--- src/rtl/uart_rx_ram_loader.sv ---
// UART 8N1 receiver that pairs incoming bytes into 16-bit words (high byte first)
// and writes them sequentially into a 2**ADDR_W-word RAM, stopping when it is full.
module uart_rx_ram_loader #(
  parameter int CLKS_PER_BIT = 434,
  parameter int ADDR_W       = 6
) (
  input  logic              clk,
  input  logic              reset,
  input  logic              uart_rx,
  input  logic              start,
  output logic              ram_en,
  output logic              ram_we,
  output logic [ADDR_W-1:0] ram_addr,
  output logic [15:0]       ram_din,
  output logic              busy,
  output logic              done,
  output logic              frame_err,
  output logic [ADDR_W:0]   word_count
);

  localparam int CNT_W = $clog2(CLKS_PER_BIT + 1);
  localparam logic [CNT_W-1:0] BIT_LAST = CNT_W'(CLKS_PER_BIT - 1);
  localparam logic [CNT_W-1:0] BIT_MID  = CNT_W'((CLKS_PER_BIT - 1) / 2);

  typedef enum logic [1:0] {IDLE, START, DATA, STOP} state_t;

  state_t           state;
  logic             rx_p0;
  logic             rx_p1;
  logic [CNT_W-1:0] clk_cnt;
  logic [2:0]       bit_idx;
  logic [7:0]       shift_reg;
  logic [7:0]       high_byte;
  logic             phase_lo;

  assign busy = (state != IDLE);

  always_ff @(posedge clk) begin
    if (reset) begin
      rx_p0      <= 1'b1;
      rx_p1      <= 1'b1;
      state      <= IDLE;
      clk_cnt    <= '0;
      bit_idx    <= '0;
      phase_lo   <= 1'b0;
      ram_en     <= 1'b0;
      ram_we     <= 1'b0;
      ram_addr   <= '0;
      ram_din    <= '0;
      word_count <= '0;
      done       <= 1'b0;
      frame_err  <= 1'b0;
    end else begin
      // synchronizer stage boundary: rx_p1 is the only copy the FSM may look at
      rx_p0  <= uart_rx;
      rx_p1  <= rx_p0;
      ram_en <= 1'b0;
      ram_we <= 1'b0;

      if (ram_we) begin
        ram_addr   <= ram_addr + 1'b1;
        word_count <= word_count + 1'b1;
        if (&ram_addr) done <= 1'b1;
      end

      // Arming wins over the post-write increment; a pulse already on the bus still completes.
      if (start) begin
        state      <= IDLE;
        clk_cnt    <= '0;
        bit_idx    <= '0;
        phase_lo   <= 1'b0;
        ram_addr   <= '0;
        word_count <= '0;
        done       <= 1'b0;
        frame_err  <= 1'b0;
      end else begin
        case (state)
          IDLE: begin
            clk_cnt <= '0;
            if (!rx_p1) state <= START;
          end
          START: begin
            if (clk_cnt == BIT_MID) begin
              clk_cnt <= '0;
              bit_idx <= '0;
              state   <= rx_p1 ? IDLE : DATA;
            end else begin
              clk_cnt <= clk_cnt + 1'b1;
            end
          end
          DATA: begin
            if (clk_cnt == BIT_LAST) begin
              clk_cnt            <= '0;
              shift_reg[bit_idx] <= rx_p1;
              bit_idx            <= bit_idx + 1'b1;
              if (bit_idx == 3'd7) state <= STOP;
            end else begin
              clk_cnt <= clk_cnt + 1'b1;
            end
          end
          STOP: begin
            if (clk_cnt == BIT_LAST) begin
              clk_cnt <= '0;
              state   <= IDLE;
              if (!rx_p1) begin
                frame_err <= 1'b1;
                phase_lo  <= 1'b0;
              end else if (!phase_lo) begin
                high_byte <= shift_reg;
                phase_lo  <= 1'b1;
              end else begin
                // Pairing continues once full so later pairs stay aligned after a re-arm.
                phase_lo <= 1'b0;
                if (!done) begin
                  ram_din <= {high_byte, shift_reg};
                  ram_en  <= 1'b1;
                  ram_we  <= 1'b1;
                end
              end
            end else begin
              clk_cnt <= clk_cnt + 1'b1;
            end
          end
          default: state <= IDLE;
        endcase
      end
    end
  end

endmodule

--- config.mk ---
export PLATFORM = sky130hd
export DESIGN_NAME = uart_rx_ram_loader
export DESIGN_NICKNAME = d
export VERILOG_FILES = /design/src/rtl/uart_rx_ram_loader.sv
export SDC_FILE = /design/constraint.sdc
export NUM_CORES = 1
export LEC_CHECK = 0
export ABC_AREA = 1
export BUFFER_PORTS_ARGS = -buffer_cell sky130_fd_sc_hd__buf_2
export CORE_ASPECT_RATIO = 0.8
export CORE_MARGIN = 1.5
export CORE_UTILIZATION = 45
export DETAILED_ROUTE_END_ITERATION = 7
export GPL_TIMING_DRIVEN = 1
export PLACE_DENSITY_LB_ADDON = 0.3
export RECOVER_POWER = 100
export SETUP_SLACK_MARGIN = 0.4
export SLEW_MARGIN = 40
export SYNTH_ARGS = -nofsm -noshare
export SYNTH_HDL_FRONTEND = slang
export SYNTH_SLANG_ARGS = --single-unit
export TNS_END_PERCENT = 30
--- constraint.sdc ---
create_clock -name clk -period 3.8 [get_ports clk]
set_input_delay 0.76 -clock clk [delete_from_list [all_inputs] [get_ports clk]]
set_output_delay 0.76 -clock clk [all_outputs]
set_load 0.01 [all_outputs]
-- Yosys cells after proc, flatten, opt, wreduce, memory -nomap -nowiden
Cells that the tools add are included.
- bits in registers: 65
- bits of input ports: 4
- output and inout port bits: 34
- logic and storage cells: 72
- add/sub/neg operators: 4
- $lt $le $gt $ge: 2
- eq/ne operators: 11
- multiplexer cells: 19
- bitwise logic cells: 7
- reduce and logical (&&, ||, !) cells: 15
- operators by type and width (cell ; count):
    $pmux 9 s3 ; 1
    $mux 9 ; 2
    $mux 2 ; 6
    $reduce_and 6->1 ; 2
    $ne 2x2->1 const B ; 5
    $add 9x1->9 const B ; 1
    $eq 9x8->1 const B ; 1
    $eq 9x9->1 const B ; 1
    $bwmux 8 ; 1
    $pmux 2 s4 ; 1
    $add 7x1->7 const B ; 1
    $not 1->1 ; 7
    $reduce_and 7->1 ; 1
    $add 6x1->6 const B ; 1
    $mux 3 ; 2
    $pmux 3 s2 ; 1
    $reduce_and 3->1 ; 2
    $reduce_or 6->1 ; 1
    $reduce_and 5->1 ; 1
    $eq 2x2->1 const B ; 2
    $lt 3x4->1 const B ; 1
    $mux 1 ; 4
    $reduce_and 4->1 ; 1
    $reduce_bool 2->1 ; 2
    other kinds (9) ; 10

-- Logic depth before layout (Yosys ltp)
Gate-level depths: netlist of the first run.
- word-level depth: 5
- depth in mapped cells: 10
- depth with buffers taken out: 10

-- Worst setup path before layout of the first run
No wires, ideal clock.
- path kind: input-to-reg
- start: input reset
- end: register high_byte[0] (enable)
- setup time: 0.383 ns
- arrival: 1.890 ns
- data required time: 3.417 ns
- setup slack: 1.527 ns
- cell stages on the path: 4
- buffers on the path: 1
- cells stage by stage: nor2_2 > inv_1 > clkbuf_1 > nor3_1
- word-level cells in the longest chain between the ends: 2
- ends and longest elaborated chain (element ; line ; RTL):
    from (decl) ; 8 ; input logic reset,
    $not 1->1 (no line) ; n/a ;
    $reduce_and 6->1 (no line) ; n/a ;
    to (signal assigned) ; 109 ; high_byte <= shift_reg;
    to (decl) ; 33 ; logic [7:0] high_byte;
No other way between the ends.
A chain may end at the register's enable or synchronous reset.

-- Worst setup path after layout of the first run
- start: input reset
- end: register shift_reg[7] (enable)
- word-level cells in the longest chain between the ends: 2
- ends and longest elaborated chain (element ; line ; RTL):
    $not 1->1 (no line) ; n/a ;
    $reduce_and 4->1 (no line) ; n/a ;
    to (signal, indexed assignment) ; 94 ; shift_reg[bit_idx] <= rx_p1;
    to (decl) ; 32 ; logic [7:0] shift_reg;
No other way between the ends.

==> flow_summary.toml, run 1 <==
[run_status]
outcome = "complete, no violations"

[global_route]
grt_usage = 0.166
antenna_found_initial = 0
grt_first_pass_wirelength_um = 8070
grt_max_degree = 21
grt_overflow = 0
grt_pass1_vias = 1808

[clock_network]
ctsResizeCount = 0
cts_hold_buf = 0
cts_buffers = 9
cts_setup_buffers = 0
ctsHtreeMaxLevel = 3
clockBufferDepth = 2
cts_tree = "yes"
cts-root-buf = "clkbuf_8"
clk_pin_slew_ns = 0.08
clkLatencyLatePin_ns = 0.34
cts.sinks = 65

[yosys]
async_flop_share = 0
ys_ff_latch = 65
synth_cell_type_count = 37
synthDominantCellAreaShare = 0.364
ys_warn_count = 0
ys_top_cells_by_area = "dfxtp_1 (36%), edfxtp_1 (18%), nand2_1 (8.8%)"
ys.flop_type = "dfxtp_1"
syn-num-nets = 318
syn_area_per_cell_sq_um = 8.78
synth_edf_count = 16
synth_area_sq_um = 2700
yosysSeqAreaShare = 0.542
yosys.area.top_type = "dfxtp_1"
syn-instance-count = 307

[placement]
gp_congestion = 0.802
placed_cells = 418
buffer_ports.inserted = 37
dp_hpwl_um = 3400

[worst_setup_path]
reg2reg_to = "ram_din[7]"
crit_start = "reset"
cp.arrival_ns = 2.64
path_max_fanout = 20
r2r_slack_ns = 1.70
crit_end = "shift_reg[7]"
cp.required_ns = 3.85
r2r_start = "rx_p1"
rr_worst_depth = 5
worst_setup_path_end_kind = "flip-flop"
start_kind = "input port"
criticalPathCategory = "in2reg"

[timing]
fin_worst_skew_ns = 0.0111
grt_setup_unrepaired = "no"
tns_ns = 0
max-slew-margin-rel = 0.447
clock.fmax_mhz = 386
hold_viol_final = 0
slew_viol_final = 0
post-route-min-period_ns = 2.59
period_share = 0.681
setup_viol = 0
worstMarginPinSlew_ns = 0.829

[route]
antenna_left = 0
vias = 2085
drt-initial-drc-count = 123
avgRoutedWirePerCell_um = 11.0
drt_wl_total_um = 4770
dr.pass1.iters = 4
via_per_inst = 4.80
drc_errors = 0

[final_layout]
area.growth.synth_to_final_pct = 14.2
final_common_cell = "nand2_1"
final_cell_count_no_fill = 434
largest_reg_flops = 16
layout_common_cells = "nand2_1 (64), dfxtp_1 (49), nor2_1 (42)"
largest-register = "ram_din"
antenna_cells = 0
final_layout_size_suffix_gt1_frac = 0.0878
reg_top3 = "ram_din (16), clk_cnt (9)"
final_net_count = 359

[die]
io_pins = 38
dieArea_sq_um = 6470
die_h_um = 72.2
die_w_um = 89.5
start_util = 0.461
core_sq_um = 5850
rows = 25

[power]
ir_drop_v = 0.000224
powerDensity_nw_per_um2 = 436
power.total_mw = 1.34
p_leak_nw = 1.13

[job]
drv_cap = 0

[min_path]
hold_class = "reg2reg"
==> synthesized netlist by cell type (3+ instances only) <==
master / number
a21oi_1: 24
a22oi_1: 3
clkbuf_1: 4
dfxtp_1: 49
edfxtp_1: 16
ha_1: 7
inv_1: 22
inv_2: 3
nand2_1: 63
nand3_1: 29
nand4_1: 3
nor2_1: 41
nor2_2: 3
nor3_1: 6
o21ai_0: 4
xnor2_1: 3
==> how the worst min path moves through the flow <==
stage,startpoint,end,slack [ns],cells after the start
floorplan,rx_p0,rx_p1,0.39,1
detailed placement,rx_p0,rx_p1,0.40,1
CTS,rx_p0,rx_p1,0.40,1
global placement,rx_p0,rx_p1,0.39,1
finish,rx_p0,rx_p1,0.40,1
global route,rx_p0,rx_p1,0.45,1
==> metal layers <==
layer / global-route usage / vias to the layer above / wire (um)
met5: 0 / - / 0
met4: 0.0564 / 0 / 35
met3: 0.0683 / 4 / 212
met2: 0.249 / 38 / 2150
met1: 0.218 / 939 / 2370
li1: - / 1104 / -
==> critical path, stage by stage <==
cell and delay (ns):
clkbuf_1 0.33, nor2_2 0.19, clkbuf_1 0.50, inv_1 0.37
nor2_1 0.22, nand2_1 0.13, nor2_1 0.13
==> final cells by class <==
class,count,area (sq um)
Clock inverter,5,60.1
Inverter,25,93.8
Clock buffer,11,153
Multi-Input combinational cell,208,1050
Fill cell,597,2770
Sequential cell,65,1460
Tap cell,81,101
Timing Repair Buffer,39,153
==> kinds of logic after synthesis <==
group	share of synthesized area
xor+xnor	0.0163
buf+inv	0.0590
fa+ha+maj	0.0325
simple gates	0.275
compound gates	0.0747
flops	0.542
==> metrics by stage <==
| stage | util | setup slack, ns | hold slack [ns] | cell area, sq um |
|---|---|---|---|---|
| 2_1_floorplan | - | 1.53 | 0.389 | 2700 |
| 3_3_place_gp | 0.501 | 1.55 | 0.394 | 2930 |
| 3_5_place_dp | 0.501 | 1.53 | 0.397 | 2930 |
| 4_1_cts | 0.538 | 1.81 | 0.403 | 3140 |
| 5_1_grt | 0.526 | 0.877 | 0.452 | 3080 |
| 6_report | 0.526 | 1.21 | 0.403 | 3080 |
==> report_power, final <==
part | internal, mW | switching [mW]
Sequential | 0.707 | 0.00198
Clock | 0.345 | 0.273
Combinational | 0.00433 | 0.0117
Total | 1.06 | 0.287
Power figures use the tool's default switching activity.
==> run 2: changes to the inputs <==
--- a/config.mk
+++ b/config.mk
@@ -5,7 +5,7 @@
 export SDC_FILE = /design/constraint.sdc
 export NUM_CORES = 1
 export LEC_CHECK = 0
-export ABC_AREA = 1
+export ABC_AREA = 0
 export BUFFER_PORTS_ARGS = -buffer_cell sky130_fd_sc_hd__buf_2
 export CORE_ASPECT_RATIO = 0.8
 export CORE_MARGIN = 1.5
==> constraint.sdc (replaced) <==
create_clock -name clk -period 2.5 [get_ports clk]
set_input_delay 0.5 -clock clk [delete_from_list [all_inputs] [get_ports clk]]
set_output_delay 0.5 -clock clk [all_outputs]
set_load 0.01 [all_outputs]
==> flow_summary.toml, run 2 <==
[placement]
placed_cells = 353
buffer_ports.inserted = 37
dp_hpwl_um = 2990
gp_congestion = 0.726
pre_cts_slack_ns = 0.440

[timing]
fin_ws_ns = 0.508
grt_setup_unrepaired = "yes"
post-route-min-period_ns = 1.99
worstMarginPinSlew_ns = 0.952
max-slew-margin-rel = 0.366
slew_viol_final = 0
setup_viol = 0
tns_ns = 0
hold_slack_ns = 0.350
period_share = 0.797
hold_viol_final = 0
clock.fmax_mhz = 502
fin_worst_skew_ns = 0.00820

[final_layout]
layout_common_cells = "dfxtp_1 (49), nor2_1 (46), clkbuf_1 (37)"
largest-register = "ram_din"
largest_reg_flops = 16
final_cell_count_no_fill = 368
final_common_cell = "dfxtp_1"
area.growth.synth_to_final_pct = 16.4
reg_top3 = "ram_din (16), clk_cnt (9)"
final_layout_size_suffix_gt1_frac = 0.0931
final_net_count = 297
antenna_cells = 0
fin_util = 0.548

[yosys]
synth_edf_count = 16
yosysMostFrequentCell = "dfxtp_1"
yosys.area.top_type = "dfxtp_1"
syn-num-nets = 255
synthTopCellsByCount = "dfxtp_1 (49), nor2_1 (46), mux2i_1 (19)"
ys_warn_count = 0
async_flop_share = 0
synth_area_sq_um = 2570
synth_cell_type_count = 35
synth_top_family_by_area = "simple AND/OR/NAND/NOR gates"
synth-compound-area-share = 0.0404
syn-instance-count = 244
ys_top_cells_by_area = "dfxtp_1 (38%), edfxtp_1 (19%), mux2i_1 (7.4%)"
ys.flop_type = "dfxtp_1"
synth_fa_ha_area_frac = 0.0341
yosysSeqAreaShare = 0.568
synth_mux_area_frac = 0.0740
ys_ff_latch = 65
synthSimpleGateAreaFrac = 0.204
synthDominantCellAreaShare = 0.382
synth_xor_area_frac = 0.0579
syn_area_per_cell_sq_um = 10.5

[worst_setup_path]
rr_worst_depth = 5
r2r_slack_ns = 0.51
start_kind = "input port"
crit_chain = "clkbuf_1, nor2_1, nand3b_1, nor2_1, clkbuf_1"
criticalPathCategory = "in2reg"
worst_setup_path_end_kind = "flip-flop"
cp.arrival_ns = 1.97
cp.required_ns = 2.48
path_max_fanout = 21
crit_path_max_incr_delay_ns = 0.42
slowest_stage = "nor2_1"
r2r_start = "clk_cnt[0]"
reg2reg_to = "ram_din[15]"

[die]
start_util = 0.470
io_pins = 38
dieArea_sq_um = 6180
die_h_um = 70.6
rows = 24
core_sq_um = 5470
die_w_um = 87.5

[route]
drt_wl_total_um = 4380
drt-initial-drc-count = 81
wl_met3_um = 212
antenna_left = 0
drc_errors = 0
top_layer_used = "met4"
dr.pass1.iters = 4
via_per_inst = 4.84
met2_length_um = 1990
vias = 1780
avgRoutedWirePerCell_um = 11.9
m1WireLength_um = 2120

[clock_network]
cts_setup_buffers = 0
cts-root-buf = "clkbuf_8"
cts_buffers = 9
clk_pin_slew_ns = 0.06
clkLatencyLatePin_ns = 0.34
ctsResizeCount = 0
cts_hold_buf = 0
ctsHtreeMaxLevel = 3
clockBufferDepth = 2
cts.sinks = 65
cts_tree = "yes"

[min_path]
hold_class = "in2reg"
whs_endpoint = "rx_p0"
min_from = "uart_rx"
hold_depth = 2

[power]
seqPwrFrac = 0.529
p_leak_nw = 1.12
cell_internal_pwr_mw = 1.63
power_switching_mw = 0.401
ir_drop_v = 0.000317
powerDensity_nw_per_um2 = 680
clkPwrFrac = 0.459
swShare = 0.197
p_comb_frac = 0.012

[job]
drv_cap = 0

[run_status]
outcome = "complete, no violations"

[global_route]
grt_usage = 0.160
antenna_found_initial = 0
grt_max_degree = 22
grt_overflow = 0
grt_first_pass_wirelength_um = 7420
grt_pass1_vias = 1656
run 2: layout make-up:
| cell class | instances | area (sq um) |
|---|---|---|
| clock buffer | 9 | 124 |
| clock inverter | 6 | 83.8 |
| fill | 517 | 2470 |
| inverter | 4 | 15.0 |
| multi-input combinational | 166 | 1050 |
| sequential | 65 | 1460 |
| tap | 78 | 97.6 |
| timing repair buffer | 40 | 156 |
run 2: worst max-delay path by stage:
stage                   endpoint        from
finish              high_byte[4]       reset
global route         ram_din[15]  clk_cnt[0]
CTS                  ram_din[14]  clk_cnt[0]
detailed placement   ram_din[10]       start
global placement    shift_reg[0]       reset
floorplan           shift_reg[0]       reset
run 2: metal layers:
layer | up-vias | track usage
li1 | 926 | -
met1 | 815 | 0.199
met2 | 33 | 0.245
met3 | 6 | 0.0607
met4 | 0 | 0.0794
met5 | - | 0
run 2: power by group through the flow:
stage          logic [mW]  clock network, mW  registers (mW)
6_report           0.0253              0.933            1.08
3_3_place_gp       0.0263                  0            1.10
2_1_floorplan      0.0157                  0            1.10
4_1_cts            0.0262              0.957            1.08
3_5_place_dp       0.0262                  0            1.10
5_1_grt            0.0285               1.00            1.08
run 2: through the flow:
| step | power, mW | cell area (sq um) |
|---|---|---|
| final | 2.03 | 2990 |
| after global routing | 2.11 | 2990 |
| after CTS | 2.06 | 3040 |
| after detailed placement | 1.13 | 2840 |
| after global placement | 1.13 | 2840 |
| after floorplan | 1.12 | 2570 |
run 2: logic make-up (layout without fill, tap and decap cells):
logic type	Yosys count	count (layout)
DFF	65	65
adders and majority gates	7	7
buffers and inverters	13	59
xor gates and xnor gates	17	17
and+or+nand+nor	105	105
AOI/OAI and AO/OA	18	18
muxes	19	19
run 2: worst max-delay path: cells and delay by family:
kind                   cells  cell delay, ns
buffers and inverters      2            0.77
and+or+nand+nor            3            0.70
